<file path="src/rtl/window_apply.sv">
// Window stage: applies a triangular (or loadable) window to 8-lane sample frames via one 8x8 MAC.
// Optional build macro COEF_LOAD_EN adds a runtime-writable coefficient table with coef_* ports.
module window_apply #(
    parameter int unsigned FRAMES = 4,
    localparam int unsigned N = 8 * FRAMES,
    localparam int unsigned ADDR_W = $clog2(8 * FRAMES)
) (
    input  logic              fastclk,
    input  logic              rst_n,
    input  logic [63:0]       in_bus,
    input  logic              set,
    output logic [63:0]       out_bus,
    output logic              out_valid,
    output logic              out_last,
    output logic              busy,
    output logic              overrun
`ifdef COEF_LOAD_EN
    ,
    input  logic              coef_we,
    input  logic [ADDR_W-1:0] coef_addr,
    input  logic [7:0]        coef_wdata
`endif
);

    localparam logic [1:0] StIdle = 2'd0;
    localparam logic [1:0] StMac  = 2'd1;
    localparam logic [1:0] StDone = 2'd2;

    // Triangular window: floor(510*min(k, N-1-k)/(N-1)), built at elaboration.
    function automatic logic [8*N-1:0] coef_table();
        logic [8*N-1:0] t;
        int unsigned    m;
        t = '0;
        for (int unsigned k = 0; k < N; k++) begin
            m = (k < N - 1 - k) ? k : N - 1 - k;
            t[k*8 +: 8] = 8'((510 * m) / (N - 1));
        end
        return t;
    endfunction

    localparam logic [8*N-1:0] COEF_TABLE = coef_table();

    logic [1:0]        state_q, state_d;
    logic              set_d;
    logic              start;
    logic [63:0]       sample_buf;
    logic [2:0]        lane_q;
    logic [2:0]        frame_idx_q;
    logic [55:0]       res_q;
    logic [ADDR_W-1:0] idx;
    logic [7:0]        coef_val;
    logic [7:0]        lane_sample;
    logic [15:0]       prod;
    logic [15:0]       rounded;

    assign start       = set & ~set_d;
    assign idx         = ADDR_W'({frame_idx_q, lane_q});
    assign lane_sample = sample_buf[{lane_q, 3'b000} +: 8];
    assign prod        = {8'd0, lane_sample} * {8'd0, coef_val};
    assign rounded     = prod + 16'd128;

`ifdef COEF_LOAD_EN
    logic [7:0] coef_q [N];

    always_ff @(posedge fastclk or negedge rst_n) begin
        if (!rst_n) begin
            for (int unsigned k = 0; k < N; k++) begin
                coef_q[k] <= COEF_TABLE[k*8 +: 8];
            end
        end else if (coef_we && (32'(coef_addr) < N)) begin
            coef_q[coef_addr] <= coef_wdata;
        end
    end

    assign coef_val = coef_q[idx];
`else
    assign coef_val = COEF_TABLE[{idx, 3'b000} +: 8];
`endif

    always_comb begin
        state_d = state_q;
        unique case (state_q)
            StIdle:  if (start) state_d = StMac;
            StMac:   if (lane_q == 3'd7) state_d = StDone;
            StDone:  state_d = StIdle;
            default: state_d = StIdle;
        endcase
    end

    always_ff @(posedge fastclk or negedge rst_n) begin
        if (!rst_n) begin
            state_q     <= StIdle;
            set_d       <= 1'b1;
            sample_buf  <= '0;
            lane_q      <= '0;
            frame_idx_q <= '0;
            res_q       <= '0;
            out_bus     <= '0;
            overrun     <= 1'b0;
        end else begin
            set_d   <= set;
            state_q <= state_d;
            if (start && (state_q != StIdle)) begin
                overrun <= 1'b1;
            end
            case (state_q)
                StIdle: begin
                    if (start) begin
                        sample_buf <= in_bus;
                        lane_q     <= '0;
                    end
                end
                StMac: begin
                    for (int unsigned l = 0; l < 7; l++) begin
                        if (lane_q == 3'(l)) res_q[l*8 +: 8] <= rounded[15:8];
                    end
                    // Lane 7 goes straight to the output so out_bus is valid in the DONE cycle.
                    if (lane_q == 3'd7) begin
                        out_bus <= {rounded[15:8], res_q};
                    end
                    lane_q <= lane_q + 3'd1;
                end
                StDone: begin
                    frame_idx_q <= (frame_idx_q == 3'(FRAMES - 1)) ? 3'd0 : frame_idx_q + 3'd1;
                end
                default: ;
            endcase
        end
    end

    assign busy      = (state_q != StIdle);
    assign out_valid = (state_q == StDone);
    assign out_last  = out_valid && (frame_idx_q == 3'(FRAMES - 1));

endmodule
</file>
<file path="config.mk">
export PLATFORM = sky130hd
export DESIGN_NAME = window_apply
export DESIGN_NICKNAME = d
export VERILOG_FILES = /design/src/rtl/window_apply.sv
export SDC_FILE = /design/constraint.sdc
export NUM_CORES = 1
export LEC_CHECK = 0
export ABC_AREA = 1
export BUFFER_PORTS_ARGS = -buffer_cell sky130_fd_sc_hd__buf_2
export CAP_MARGIN = 20
export CORE_ASPECT_RATIO = 2
export CORE_MARGIN = 2
export CORE_UTILIZATION = 63
export DETAILED_ROUTE_END_ITERATION = 10
export GPL_TIMING_DRIVEN = 0
export PLACE_DENSITY = 0.86
export SLEW_MARGIN = 10
export SYNTH_ARGS = -nofsm -noshare
export SYNTH_HDL_FRONTEND = slang
export SYNTH_SLANG_ARGS = --single-unit
</file>
<file path="constraint.sdc">
create_clock -name fastclk -period 12.02 [get_ports fastclk]
set_clock_uncertainty 0.15 [all_clocks]
set_input_delay 1.202 -clock fastclk [delete_from_list [all_inputs] [get_ports fastclk]]
set_output_delay 1.202 -clock fastclk [all_outputs]
set_load 0.02 [all_outputs]
</file>
### Word level (Yosys, flattened, before mapping)

Cells that the tools add are included.

| storage, ports and cells | value |
|---|---|
| register bits | 194 |
| output and inout bits | 68 |
| logic and storage cells | 57 |

| cells by class | value |
|---|---|
| add/sub/neg operators | 3 |
| $mul | 1 |
| equal/unequal tests | 12 |
| shift operators | 2 |
| mux-type cells | 6 |
| bitwise logic cells | 2 |
| reduce and logical (&&, ||, !) cells | 17 |

Operators by type and width:

| kind | number |
|---|---|
| 256-bit by 9-bit indexed part select with 8-bit output, first input constant | 1 |
| 64-bit by 7-bit indexed part select with 8-bit output | 1 |
| 2-bit AND reduction | 11 |
| 16-bit by 8-bit adder with 16-bit output, second input constant | 1 |
| 8-bit by 8-bit multiplier with 16-bit output | 1 |
| 3-bit equality test, second input constant | 4 |
| 3-bit by 2-bit equality test with 1-bit output, second input constant | 3 |
| 3-bit by 1-bit adder with 3-bit output, second input constant | 2 |
| 3-bit two-way mux | 2 |
| 3-bit case mux with 2 select lines | 1 |
| 2-bit two-way mux | 2 |
| 2-bit inequality test, second input constant | 2 |
| 2-bit case mux with 2 select lines | 1 |
| 2-bit nonzero test | 2 |
| 3-bit by 1-bit equality test with 1-bit output, second input constant | 1 |
| 3-bit logical NOT | 1 |
| 2-bit by 1-bit equality test with 1-bit output, second input constant | 1 |
| 2-bit equality test, second input constant | 1 |
| 1-bit logical AND | 2 |
| 2-bit logical NOT | 1 |
| 1-bit AND | 1 |
| 1-bit NOT | 1 |

### Depth between registers and ports, before layout

| logic depth | value |
|---|---|
| word-level depth | 4 |
| depth in mapped cells | 28 |

### Worst setup path after synthesis

OpenSTA, ideal clock, no wires.

| timing path | value |
|---|---|
| path type | register to register |
| from | register lane_q[0] |
| to | register out_bus[62] |
| library setup time | 119 ps |
| arrival time | 4880 ps |
| slack | 6871 ps |
| stages on the path, launching flop included | 21 |
| buffers on the path | 2 |
| cell sequence | dfrtp_1 -> buf_4 -> inv_2 -> clkbuf_1 -> ha_1 -> o21ai_0 -> o2bb2ai_1 -> o21ai_2 -> or2_1 -> fa_1 -> fa_1 -> inv_1 -> fa_1 -> fa_1 -> ha_1 -> a21oi_1 -> o21ai_0 -> a21oi_1 -> nand3_1 -> nand3_1 -> nand2_1 |

| on the way | value |
|---|---|
| longest elaborated chain between the ends | 3 |
| elaborated cells on any way between the ends | 6 |
| classes of those cells | add/sub (1); mul (1); eq/ne (1); shift (2); reduce/logical (1) |

RTL lines:

| element | line | text |
|---|---|---|
| start: declaration | 47 | `logic [2:0] lane_q;` |
| start signal: assignment | 121 | `lane_q <= lane_q + 3'd1;` |
| 256-bit by 9-bit indexed part select with 8-bit output or 64-bit by 7-bit indexed part select with 8-bit output (tied branches) | 77, 58 |  |
| 8-bit by 8-bit multiplier with 16-bit output | 59 | `assign prod = {8'd0, lane_sample} * {8'd0, coef_val};` |
| 16-bit by 8-bit adder with 16-bit output | 60 | `assign rounded = prod + 16'd128;` |
| end signal: assignment | 119 | `out_bus <= {rounded[15:8], res_q};` |
| end: declaration | 12 | `output logic [63:0] out_bus,` |

Several ways; a longest one is shown, not always the timed one.
A chain may end at the register's enable or synchronous reset.

### Worst setup path in the final report

| timing path | value |
|---|---|
| from | register lane_q[0] |
| to | register res_q[42] |

| on the way | value |
|---|---|
| longest elaborated chain between the ends | 3 |
| elaborated cells on any way between the ends | 6 |
| classes of those cells | add/sub (1); mul (1); eq/ne (1); shift (2); reduce/logical (1) |

RTL lines:

| element | line | text |
|---|---|---|
| 256-bit by 9-bit indexed part select with 8-bit output or 64-bit by 7-bit indexed part select with 8-bit output (tied branches) | 77, 58 |  |
| 8-bit by 8-bit multiplier with 16-bit output | 59 |  |
| 16-bit by 8-bit adder with 16-bit output | 60 |  |
| end signal: indexed assignment | 115 | `if (lane_q == 3'(l)) res_q[l*8 +: 8] <= rounded[15:8];` |
| end: declaration | 49 | `logic [55:0] res_q;` |

Several ways; a longest one is shown, not always the timed one.

==> flow_summary.toml <==
[logic_synthesis]
synth_edf_count = 0
ys_types = 38
synth_top_cells_by_area = "dfrtp_1 48%, nand2_1 17%, ha_1 6.5%"
yosys_register_bits = 194
synthTopCellsByCount = "465 x nand2_1, 193 x dfrtp_1, 110 x inv_1, 106 x nor2_1, 99 x o21ai_0"
synth_top_area_share_pct = 48.23
synth_ff_type = "dfrtp_1"
yosysWarnings = 0
synthArstFlopShare_pct = 100.0
syn-cell-area_mm2 = 0.01001
synth_top_cell_by_area = "dfrtp_1"
syn_nets = 1363
ys_seq_area_share_pct = 48.49
synth_cells = 1217
yosysMostFrequentCell = "nand2_1"
avgSynthCellArea_um2 = 8.229

[timing]
min_period_over_period_pct = 55.88
setup_tns_ns = 0
tightest_slew_ns = 0.9058
slew_violations = 0
setup_viol = 0
finalHoldViolations = 0
timing.final.crit_period_ns = 6.716
rsz0062_at_grt = "no"
max_slew_margin_pct = 39.41
fmax_mhz = 148.9

[hold_path]
min_path_type = "flip-flop to flip-flop"
hold_path.startpoint = "overrun$_DFFE_PN0P_"
min_path_cells = 1

[die]
die_w_um = 93.15
io_pins = 135
start_util_pct = 63.80
placementRows = 65
die_area_mm2 = 0.01698
coreArea_mm2 = 0.01570
die_h_um = 182.3

[layout]
diodes = 0
area_delta_synth_final_pct = 15.40
layout-drive-gt1-share_pct = 14.88
finalNetCount = 1517

[route]
viasPerCell = 5.623
first_pass_iters = 8
route.vias.total = 8912
drc = 0
detail_route.iter0.violations = 488
wl_per_cell_um = 16.90
totalWireLength_um = 26790
postRouteAntennaNets = 0

[clocking]
postCtsSetupBuffers = 0
cts_hold_buf = 0
numCtsBuffers = 17
clk_latency_ns = 0.45
cts-root-buf = "clkbuf_16"
cts_tree = "done"
cts_max_level = 4
cts.path.max_buffers = 2
ctsResizeCount = 0
clk_pin_slew_ns = 0.08
clock-sinks = 194

[critical_path]
startpoint_type = "flip-flop"
r2r_cells = 21
critPathMaxFanout = 12
end_kind = "flip-flop"
crit_required_ns = 12.22
crit_type = "flip-flop to flip-flop"
arrival_ns = 6.92
crit_path_start = "lane_q[0]$_DFFE_PN0P_"
r2r_start = "lane_q[0]$_DFFE_PN0P_"

[global_route]
grt_max_degree = 106
grt-ovfl-total = 0
first_global_vias = 9135
grt_pass1_wl_um = 43310
antenna_found_initial = 0
grt_use_total_pct = 33.39

[placed_design]
routabilityCongestion = 0.9795
dp_hpwl_um = 19940
portBuffers = 134

[job]
drv_cap = 0

[outcome]
outcome = "completed"
## area by class of cell
type,instances,area (µm²)
sequential,194,4856
multi-input combinational,865,4512
fill,1201,4139
timing repair buffer,135,708.2
clock buffer,20,466.7
inverter,115,431.7
tap,201,251.5
buffer,43,215.2
clock inverter,12,116.4
## final timing paths
kind	endpoint	slack, ns
min in group asynchronous	out_bus[29]$_DFFE_PN0P_	0.58
worst max-delay path	res_q[42]$_DFFE_PN0P_	5.30
worst min register to register	overrun$_DFFE_PN0P_	0.31
max in group asynchronous	out_bus[51]$_DFFE_PN0P_	10.20
worst min-delay path	overrun$_DFFE_PN0P_	0.31
worst max register to register	res_q[42]$_DFFE_PN0P_	5.30
## per-layer routing
metal	vias up	track usage, %	wire [µm]
met1	4205	32.71	8599
li1	4120	-	-
met4	0	30.47	2705
met5	-	0	0
met2	441	57.86	14050
met3	146	6.028	1434
## state kept, by name, summed over array words and instances, names as in the netlist
signal       count
frame_idx_q      3
lane_q           3
out_bus         64
overrun          1
res_q           56
sample_buf      64
set_d            1
state_q          2
## critical path: stages (launching register included)
cell and delay [ns]:
dfrtp_1 0.46, buf_4 0.21, inv_2 0.08, clkbuf_1 0.27
o21ai_0 0.70, nand4_1 0.51, inv_1 0.33, nor2_1 0.10
fa_1 0.50, fa_1 0.55, inv_1 0.05, fa_1 0.50
fa_1 0.54, inv_1 0.04, ha_1 0.36, a21oi_1 0.20
o21ai_0 0.16, a21oi_1 0.21, inv_1 0.06, nand2_1 0.06
nand2_1 0.26, o21ai_0 0.32
## through the flow
stage,hold slack [ns],std cells,instance area (µm²),utilization [%],setup WS (ns)
2_1_floorplan,0.2922,1217,10010,-,6.871
3_3_place_gp,0.2873,1552,10940,69.68,5.820
3_5_place_dp,0.3003,1553,10970,69.92,5.719
4_1_cts,0.3159,1585,11560,73.63,5.653
5_1_grt,0.3406,1585,11560,73.63,5.148
6_report,0.3114,1585,11560,73.63,5.304
## cells by family (layout without fill, tap and decap cells)
group	after synthesis	in the layout	synth area share [%]
xor+xnor	4	4	0.3499
flops	194	194	48.49
simple gates	651	651	25.82
fa+ha+maj	79	79	11.89
buf+inv	158	325	6.459
compound gates	131	131	6.984
## layout by cell type, fill, tap and decap left out, types with 9 or more instances in the layout
master     count
nor2_1       106
clkbuf_16     17
buf_2        154
a21oi_1       13
fa_1          27
nand3_1       57
inv_1        110
clkbuf_1       9
o21ai_0       99
ha_1          52
nand2_1      465
dfrtp_1      193
Power is left out: the tool's default activity adds up to more than one toggle a clock period on the data nets, which glitch-free logic cannot reach.
